`src/rtl/midi_pitch_selector_if.sv`:
```
// Bus between the MIDI/ADC front end (master) and midi_pitch_selector (slave).
// midi_valid/adc_valid are single-cycle strobes with no ready: the slave always accepts a strobe on the edge where it is high.
interface midi_pitch_selector_if #(
  parameter int ADC_W   = 12,
  parameter int DELAY_W = 11
);
  logic               midi_valid;
  logic [6:0]         input_midi_note;
  logic               adc_valid;
  logic [ADC_W-1:0]   adc_read;
  logic [1:0]         octave_switch;
  logic               midi_mode_switch;
  logic               tick_en;
  logic [DELAY_W-1:0] delay_out;
  logic [3:0]         octave_out;
  logic [6:0]         note_out;
  logic               note_changed;
  logic [9:0]         led;
  logic [6:0]         hex0;
  logic [6:0]         hex1;

  modport master (
    output midi_valid, input_midi_note, adc_valid, adc_read, octave_switch, midi_mode_switch,
    input  tick_en, delay_out, octave_out, note_out, note_changed, led, hex0, hex1
  );
  modport slave (
    input  midi_valid, input_midi_note, adc_valid, adc_read, octave_switch, midi_mode_switch,
    output tick_en, delay_out, octave_out, note_out, note_changed, led, hex0, hex1
  );
endinterface

```
`src/rtl/midi_pitch_selector.sv`:
```
// Note source select (MIDI latch or debounced ADC) -> oscillator delay, octave tick enable, 7-seg codes.
// Optional glide of delay_out enabled by defining MIDI_PITCH_GLIDE_EN.
module midi_pitch_selector #(
  parameter int ADC_W      = 12,
  parameter int DELAY_W    = 11,
  parameter int STABLE_CNT = 4,
  parameter int GLIDE_RATE = 64
) (
  input logic                  a_clk,
  input logic                  reset_n,
  midi_pitch_selector_if.slave bus
);
  localparam logic [6:0]         RESET_NOTE  = 7'd48;
  localparam logic [DELAY_W-1:0] RESET_DELAY = DELAY_W'(734);
  localparam logic [3:0]         STABLE_TH   = 4'(STABLE_CNT);
  localparam logic [6:0]         FLAT_SEG    = 7'b1111100;

  logic [6:0]         midi_latch, adc_note, prev_cand, note_q;
  logic [3:0]         stable_cnt, cnt_next, octave_q, oct_calc, semi;
  logic [1:0]         sw_q;
  logic [8:0]         presc, tick_mask;
  logic [9:0]         tick_span, base_delay, half_delay;
  logic [7:0]         cand_sum;
  logic [6:0]         cand, src_note, hex0_q, hex1_q;
  logic [DELAY_W-1:0] target, delay_q;
  logic               sw_chg, same_cand, commit, tick_q, changed_q, tick_next;
  logic               unused_adc_bits;

  function automatic logic [6:0] base_of(input logic [1:0] sw);
    case (sw)
      2'b00:   base_of = 7'd24;
      2'b01:   base_of = 7'd36;
      2'b11:   base_of = 7'd48;
      default: base_of = 7'd60;
    endcase
  endfunction

  function automatic logic [3:0] oct_of(input logic [6:0] n);
    oct_of = 4'd0;
    for (int i = 1; i <= 10; i++)
      if (n >= 7'(12 * i)) oct_of = 4'(i);
  endfunction

  function automatic logic [9:0] delay_of(input logic [3:0] s);
    case (s)
      4'd0:    delay_of = 10'd734;
      4'd1:    delay_of = 10'd693;
      4'd2:    delay_of = 10'd654;
      4'd3:    delay_of = 10'd617;
      4'd4:    delay_of = 10'd582;
      4'd5:    delay_of = 10'd550;
      4'd6:    delay_of = 10'd519;
      4'd7:    delay_of = 10'd490;
      4'd8:    delay_of = 10'd462;
      4'd9:    delay_of = 10'd436;
      4'd10:   delay_of = 10'd412;
      default: delay_of = 10'd389;
    endcase
  endfunction

  function automatic logic [6:0] letter_of(input logic [3:0] s);
    case (s)
      4'd0:              letter_of = 7'b0111001;
      4'd1, 4'd2:        letter_of = 7'b1011110;
      4'd3, 4'd4:        letter_of = 7'b1111001;
      4'd5:              letter_of = 7'b1110001;
      4'd6, 4'd7:        letter_of = 7'b1111101;
      4'd8, 4'd9:        letter_of = 7'b1110111;
      default:           letter_of = 7'b1111100;
    endcase
  endfunction

  assign unused_adc_bits = ^bus.adc_read;

  always_comb begin
    cand_sum  = {2'b00, bus.adc_read[ADC_W-1 -: 6]} + {1'b0, base_of(bus.octave_switch)};
    cand      = cand_sum[7] ? 7'd127 : cand_sum[6:0];
    sw_chg    = (bus.octave_switch != sw_q);
    same_cand = (cand == prev_cand) && (stable_cnt != 4'd0) && !sw_chg;
    cnt_next  = stable_cnt;
    if (bus.adc_valid)
      cnt_next = same_cand ? ((stable_cnt == 4'd15) ? 4'd15 : stable_cnt + 4'd1) : 4'd1;
    else if (sw_chg)
      cnt_next = 4'd0;
    commit = bus.adc_valid && (cnt_next >= STABLE_TH);
    // Incoming strobes bypass their latches so a note reaches the outputs 2 edges after its strobe.
    if (bus.midi_mode_switch)
      src_note = commit ? cand : adc_note;
    else
      src_note = bus.midi_valid ? bus.input_midi_note : midi_latch;
  end

  always_comb begin
    oct_calc   = oct_of(note_q);
    semi       = 4'(note_q - 7'(oct_calc) * 7'd12);
    base_delay = delay_of(semi);
    half_delay = 10'(({1'b0, base_delay} + 11'd1) >> 1);
    target     = (oct_calc == 4'd10) ? DELAY_W'(half_delay) : DELAY_W'(base_delay);
    tick_span  = 10'd1 << (4'd9 - oct_calc);
    tick_mask  = 9'(tick_span - 10'd1);
    tick_next  = (oct_calc >= 4'd9) || ((presc & tick_mask) == 9'd0);
  end

  always_ff @(posedge a_clk) begin
    if (!reset_n) begin
      presc      <= 9'd0;
      midi_latch <= RESET_NOTE;
      adc_note   <= RESET_NOTE;
      prev_cand  <= 7'd0;
      stable_cnt <= 4'd0;
      sw_q       <= 2'b00;
      note_q     <= RESET_NOTE;
      changed_q  <= 1'b0;
      octave_q   <= 4'd4;
      hex0_q     <= 7'd0;
      hex1_q     <= 7'd0;
      tick_q     <= 1'b0;
    end else begin
      presc      <= presc + 9'd1;
      sw_q       <= bus.octave_switch;
      stable_cnt <= cnt_next;
      if (bus.midi_valid) midi_latch <= bus.input_midi_note;
      if (bus.adc_valid)  prev_cand  <= cand;
      if (commit)         adc_note   <= cand;
      note_q     <= src_note;
      changed_q  <= (src_note != note_q);
      octave_q   <= oct_calc;
      hex0_q     <= letter_of(semi);
      hex1_q     <= (semi inside {4'd1, 4'd3, 4'd6, 4'd8, 4'd10}) ? FLAT_SEG : 7'd0;
      tick_q     <= tick_next;
    end
  end

`ifdef MIDI_PITCH_GLIDE_EN
  localparam int             GW         = (GLIDE_RATE > 1) ? $clog2(GLIDE_RATE) : 1;
  localparam logic [GW-1:0]  GLIDE_LAST = GW'(GLIDE_RATE - 1);
  logic [GW-1:0]      glide_timer;
  logic [DELAY_W-1:0] target_q;

  // Same-octave target changes slew one count per GLIDE_RATE cycles; octave changes jump.
  always_ff @(posedge a_clk) begin
    if (!reset_n) begin
      delay_q     <= RESET_DELAY;
      target_q    <= RESET_DELAY;
      glide_timer <= '0;
    end else begin
      target_q <= target;
      if (oct_calc != octave_q) begin
        delay_q     <= target;
        glide_timer <= '0;
      end else if (target != target_q) begin
        glide_timer <= '0;
      end else if (delay_q != target) begin
        if (glide_timer == GLIDE_LAST) begin
          glide_timer <= '0;
          delay_q     <= (delay_q > target) ? delay_q - DELAY_W'(1) : delay_q + DELAY_W'(1);
        end else begin
          glide_timer <= glide_timer + GW'(1);
        end
      end
    end
  end
`else
  localparam int unused_glide_rate = GLIDE_RATE;

  always_ff @(posedge a_clk) begin
    if (!reset_n) delay_q <= RESET_DELAY;
    else          delay_q <= target;
  end
`endif

  assign bus.note_out     = note_q;
  assign bus.note_changed = changed_q;
  assign bus.octave_out   = octave_q;
  assign bus.delay_out    = delay_q;
  assign bus.tick_en      = tick_q;
  assign bus.hex0         = hex0_q;
  assign bus.hex1         = hex1_q;
  assign bus.led          = {3'b000, note_q};
endmodule
```
`src/flat_wrapper.sv`:
```
// flat-port wrapper written by rule: the top's interface ports become plain ports
module midi_pitch_selector_flat 
#(
  parameter int ADC_W      = 12,
  parameter int DELAY_W    = 11,
  parameter int STABLE_CNT = 4,
  parameter int GLIDE_RATE = 64
)
  (a_clk, reset_n, bus_midi_valid, bus_input_midi_note, bus_adc_valid, bus_adc_read, bus_octave_switch, bus_midi_mode_switch, bus_tick_en, bus_delay_out, bus_octave_out, bus_note_out, bus_note_changed, bus_led, bus_hex0, bus_hex1);
  midi_pitch_selector_if #(.ADC_W(ADC_W), .DELAY_W(DELAY_W)) bus_i ();
  input logic a_clk;
  input logic reset_n;
  input wire logic [$bits(bus_i.midi_valid)-1:0] bus_midi_valid;
  input wire logic [$bits(bus_i.input_midi_note)-1:0] bus_input_midi_note;
  input wire logic [$bits(bus_i.adc_valid)-1:0] bus_adc_valid;
  input wire logic [$bits(bus_i.adc_read)-1:0] bus_adc_read;
  input wire logic [$bits(bus_i.octave_switch)-1:0] bus_octave_switch;
  input wire logic [$bits(bus_i.midi_mode_switch)-1:0] bus_midi_mode_switch;
  output wire logic [$bits(bus_i.tick_en)-1:0] bus_tick_en;
  output wire logic [$bits(bus_i.delay_out)-1:0] bus_delay_out;
  output wire logic [$bits(bus_i.octave_out)-1:0] bus_octave_out;
  output wire logic [$bits(bus_i.note_out)-1:0] bus_note_out;
  output wire logic [$bits(bus_i.note_changed)-1:0] bus_note_changed;
  output wire logic [$bits(bus_i.led)-1:0] bus_led;
  output wire logic [$bits(bus_i.hex0)-1:0] bus_hex0;
  output wire logic [$bits(bus_i.hex1)-1:0] bus_hex1;
  assign bus_i.midi_valid = bus_midi_valid;
  assign bus_i.input_midi_note = bus_input_midi_note;
  assign bus_i.adc_valid = bus_adc_valid;
  assign bus_i.adc_read = bus_adc_read;
  assign bus_i.octave_switch = bus_octave_switch;
  assign bus_i.midi_mode_switch = bus_midi_mode_switch;
  assign bus_tick_en = bus_i.tick_en;
  assign bus_delay_out = bus_i.delay_out;
  assign bus_octave_out = bus_i.octave_out;
  assign bus_note_out = bus_i.note_out;
  assign bus_note_changed = bus_i.note_changed;
  assign bus_led = bus_i.led;
  assign bus_hex0 = bus_i.hex0;
  assign bus_hex1 = bus_i.hex1;
  midi_pitch_selector #(.ADC_W(ADC_W), .DELAY_W(DELAY_W), .STABLE_CNT(STABLE_CNT), .GLIDE_RATE(GLIDE_RATE)) u_core (.a_clk(a_clk), .reset_n(reset_n), .bus(bus_i));
endmodule
```
`config.mk`:
```
export PLATFORM = sky130hd
export DESIGN_NAME = midi_pitch_selector_flat
export DESIGN_NICKNAME = d
export VERILOG_FILES = /design/src/rtl/midi_pitch_selector_if.sv /design/src/rtl/midi_pitch_selector.sv /design/src/flat_wrapper.sv
export SDC_FILE = /design/constraint.sdc
export NUM_CORES = 1
export LEC_CHECK = 0
export CORE_UTILIZATION = 52
export CTS_BUF_LIST = sky130_fd_sc_hd__clkbuf_16
export CTS_CLUSTER_DIAMETER = 80
export DETAILED_ROUTE_END_ITERATION = 10
export PLACE_DENSITY = 0.82
export SYNTH_ARGS = -nofsm -noshare
export SYNTH_HDL_FRONTEND = slang
export SYNTH_SLANG_ARGS = --single-unit
```
`constraint.sdc`:
```
create_clock -name a_clk -period 4.6 [get_ports a_clk]
set_input_delay 0.92 -clock a_clk [delete_from_list [all_inputs] [get_ports a_clk]]
set_output_delay 0.92 -clock a_clk [all_outputs]
set_load 0.05 [all_outputs]
```
==> results.py <==
metrics = {
    "critical_path": {
        "worstPathCellList": "dlygate4sd2_1 > inv_1 > ha_1 > ha_2 > inv_2 > fa_2 > xor2_1 > nand3_1 > or4_4 > buf_6 > nor4_4 > buf_4 > mux2i_4 > mux2i_2 > xnor2_1 > and4_1 > a41oi_1",
        "cpMaxStageDelayCell": "or4_4",
        "rrSetupSlack_ns": 0.40,
        "crit_type": "primary input to flop",
        "rr_endpoint": "u_core.bus.delay_out[7]$_SDFF_PN1_",
        "crit_arrival_ns": 4.78,
        "r2r_cells": 15,
        "crit_path_max_fanout": 5,
        "critPathRequiredTime_ns": 4.80,
        "end_kind": "flop",
        "r2r-start": "u_core.bus.note_out[4]$_SDFF_PN1_",
        "start_kind": "primary input",
        "slowest_delay_ns": 0.59,
    },
    "timing": {
        "finalSetupViolations": 0,
        "finalHoldViolCount": 0,
        "slew_violations": 0,
        "fin_skew_ns": 0.00497,
        "max_freq_mhz": 218,
        "fin_crit_ns": 4.58,
        "max_slew_margin_pct": 37.6,
        "tightest_slew_ns": 0.930,
        "post-route-period-util_pct": 99.6,
    },
    "detailed_routing": {
        "antenna_left": 0,
        "drt_iter0_drc": 241,
        "totalWireLength_um": 10100,
        "viasPerCell": 5.72,
        "drtPass1Iterations": 5,
        "routedWlPerCell_um": 16.4,
        "drc": 0,
        "via_count": 3512,
    },
    "synthesis": {
        "yosys_warnings": 0,
        "yosys.area_share.simple_pct": 19.1,
        "async_flop_share_pct": 0,
        "yosys.area_share.adder_pct": 8.70,
        "synth_xor_area_share_pct": 7.23,
        "seq_area_frac_synth_pct": 35.1,
        "synth-edff-count": 0,
        "synth_top_area_share_pct": 35.1,
        "syn-cell-area_um2": 3830,
        "synth_top_family_by_area": "simple AND/OR/NAND/NOR gates",
        "synth_top_cell_by_area": "dfxtp_1",
        "synth_mux_area_share_pct": 7.82,
        "ys_types": 57,
        "synth-compound-area-share_pct": 14.2,
        "postSynthAreaPerCell_um2": 8.48,
        "ys.flop_type": "dfxtp_1",
        "netlist_instances": 451,
        "synthTopCellsByArea": "dfxtp_1 35%, ha_1 8.2%, mux2i_1 5.8%",
        "ys_seq_elements": 67,
    },
    "die": {
        "die_x_um": 87.8,
        "ioPinCount": 74,
        "dieArea_um2": 7710,
        "start_util_pct": 55.1,
        "rows": 30,
        "dieHeight_um": 87.8,
        "core_area_um2": 6940,
    },
    "clock_tree": {
        "clock_tree.root_cell": "clkbuf_16",
        "h-tree-depth": 3,
        "cts_tree": "done",
        "clockBufferDepth": 2,
        "numCtsBuffers": 9,
        "clk_latency_ns": 0.33,
        "cts.clk_slew.worst_paths_ns": 0.05,
        "cts.sinks": 67,
    },
    "pwr": {
        "total_power_mw": 2.06,
        "clkPwrFrac_pct": 38.1,
        "p_leak_nw": 2.08,
        "ir_drop_mv": 0.267,
        "power.internal_mw": 1.38,
        "powerDensity_nw_per_um2": 416,
        "power_frac_seq_pct": 31.6,
        "combPwrFrac_pct": 30.3,
        "switchingPower_mw": 0.684,
        "switching_share_pct": 33.2,
    },
    "job": {
        "max_cap_violations": 0,
    },
    "finish": {
        "multi_input_area_um2": 2270,
        "regArea_um2": 1340,
        "area_growth_pct": 29.6,
        "final_cell_area_um2": 4960,
        "fillCellCount": 507,
        "antenna_cells": 0,
        "drive_above_1_share_pct": 12.9,
        "nets": 565,
    },
    "grt": {
        "grt_pass1_wl_um": 15000,
        "globalRouteMet1Util_pct": 30.4,
        "antenna_found_initial": 0,
        "track_usage_pct": 25.2,
        "grt_start_max_net_pins": 34,
        "grtUsageMet2_pct": 43.3,
        "grt_pass1_vias": 3212,
        "grt_overflow": 0,
        "busiest_layer": "met2",
        "met3_usage_pct": 4.43,
    },
    "min_path": {
        "whs_path_depth": 1,
        "min_path_type": "flop to flop",
        "min_to": "u_core.presc[0]$_SDFF_PN0_",
        "min_from": "u_core.presc[0]$_SDFF_PN0_",
    },
    "outcome": {
        "status": "finished, final reports clean",
    },
    "place": {
        "gp_congestion": 0.896,
        "placed_cell_area_um2": 4530,
        "port_buffers": 61,
        "dp_hpwl_um": 6560,
    },
}
per-stage QoR:
stage,setup slack [ns],hold WS (ns),utilization (%),TNS [ns],cells
after floorplan,0.370,0.430,-,0,456
after global placement,-0.246,0.455,65.2,-0.447,596
after detailed placement,-0.424,0.466,65.2,-1.03,596
after CTS,0.00601,0.477,70.8,0,614
after global routing,-0.0723,0.501,71.4,-0.0723,614
final,0.0178,0.469,71.4,0,614
flip-flops by register name (all words and copies together) (netlist names), 2 cells and up:
signal / flops
u_core.sw_q: 2
u_core.bus.hex0: 7
u_core.bus.note_out: 7
u_core.prev_cand: 7
u_core.bus.delay_out: 10
u_core.stable_cnt: 4
u_core.midi_latch: 7
u_core.bus.octave_out: 4
u_core.adc_note: 7
u_core.presc: 9
critical path, delay by kind of cell:
kind / cells / cell delay (ns)
AOI/OAI and AO/OA: 1 / 0.10
xor gates and xnor gates: 2 / 0.35
adders and majority gates: 3 / 1.03
buffers and inverters: 5 / 0.75
muxes: 2 / 0.36
and+or+nand+nor: 4 / 1.28
layout make-up:
| class | count | area share [%] |
|---|---|---|
| multi-input cells | 327 | 45.8 |
| flip-flops and latches | 67 | 27.0 |
| repair buffers | 86 | 16.2 |
| clock buffers | 9 | 4.54 |
| well taps | 96 | 2.42 |
| clock inverters | 7 | 2.35 |
| inverters | 22 | 1.66 |
synth_stat cells, types with 4 or more instances:
library cell and n:
nand2_1 37, a21oi_1 23, clkbuf_1 20, mux2_2 6, or3_1 5, xnor2_1 20
mux2i_1 22, buf_4 17, a31oi_1 8, and2_1 10, nand2b_1 5, nor2_1 54
inv_1 21, o211ai_1 4, dfxtp_1 67, o31ai_1 4, a22oi_1 4, ha_1 25
o21ai_0 15, xor2_1 9, nand3_1 12, nor3_1 8, and3_1 4, a211oi_1 5
repair_timing:
action | in CTS | in global routing
hold buffers | 0 | 0
endpoints found under the setup margin | 1 | 1
setup buffers | 2 | 0
pin swaps | 6 | 5
resized for setup | 10 | 8
hold endpoints to repair | 0 | 0
power by group through the flow:
stage / logic [mW] / clock network, mW / registers [mW]
2_1_floorplan: 0.330 / 0 / 0.769
3_3_place_gp: 0.584 / 0 / 0.661
3_5_place_dp: 0.597 / 0 / 0.664
4_1_cts: 0.609 / 0.790 / 0.651
5_1_grt: 0.666 / 0.817 / 0.656
6_report: 0.626 / 0.786 / 0.652
worst max path at each step:
| stage | startpoint | end | slack (ns) | cells after the start |
|---|---|---|---|---|
| 2_1_floorplan | bus_octave_switch[0] | u_core.bus.note_changed$_SDFF_PN0_ | 0.37 | 15 |
| 3_3_place_gp | bus_octave_switch[1] | u_core.bus.note_changed$_SDFF_PN0_ | -0.25 | 16 |
| 3_5_place_dp | bus_octave_switch[1] | u_core.bus.note_changed$_SDFF_PN0_ | -0.42 | 16 |
| 4_1_cts | bus_octave_switch[0] | u_core.bus.note_changed$_SDFF_PN0_ | 0.006 | 17 |
| 5_1_grt | bus_octave_switch[1] | u_core.bus.note_changed$_SDFF_PN0_ | -0.07 | 17 |
| 6_report | bus_octave_switch[1] | u_core.bus.note_changed$_SDFF_PN0_ | 0.02 | 17 |
placed cells by master, fill, tap and decap left out, types with 4 or more instances in the layout:
| cell | n |
|---|---|
| a211oi_1 | 5 |
| a21oi_1 | 23 |
| a22oi_1 | 4 |
| a31oi_1 | 7 |
| and2_1 | 10 |
| and3_1 | 4 |
| buf_4 | 24 |
| clkbuf_16 | 9 |
| clkdlybuf4s50_1 | 59 |
| conb_1 | 6 |
| dfxtp_1 | 67 |
| ha_1 | 24 |
| inv_1 | 19 |
| mux2_2 | 6 |
| mux2i_1 | 19 |
| nand2_1 | 37 |
| nand2b_1 | 5 |
| nand3_1 | 12 |
| nor2_1 | 54 |
| nor3_1 | 8 |
| o211ai_1 | 4 |
| o21ai_0 | 15 |
| o31ai_1 | 4 |
| or3_1 | 5 |
| xnor2_1 | 19 |
| xor2_1 | 9 |
cell families after synthesis:
group           after synthesis
simple gates                152
flops                        67
other cells                   1
mux                          29
fa+ha+maj                    26
compound gates               84
buf+inv                      62
xor+xnor                     30
metal layers:
layer / part of all wire, % / wire length, um
met1: 42 / 4250
met2: 50 / 4990
met3: 5.6 / 565
met4: 2.7 / 275
met5: 0 / 0
No activity file was read; power rests on OpenSTA's default activity.
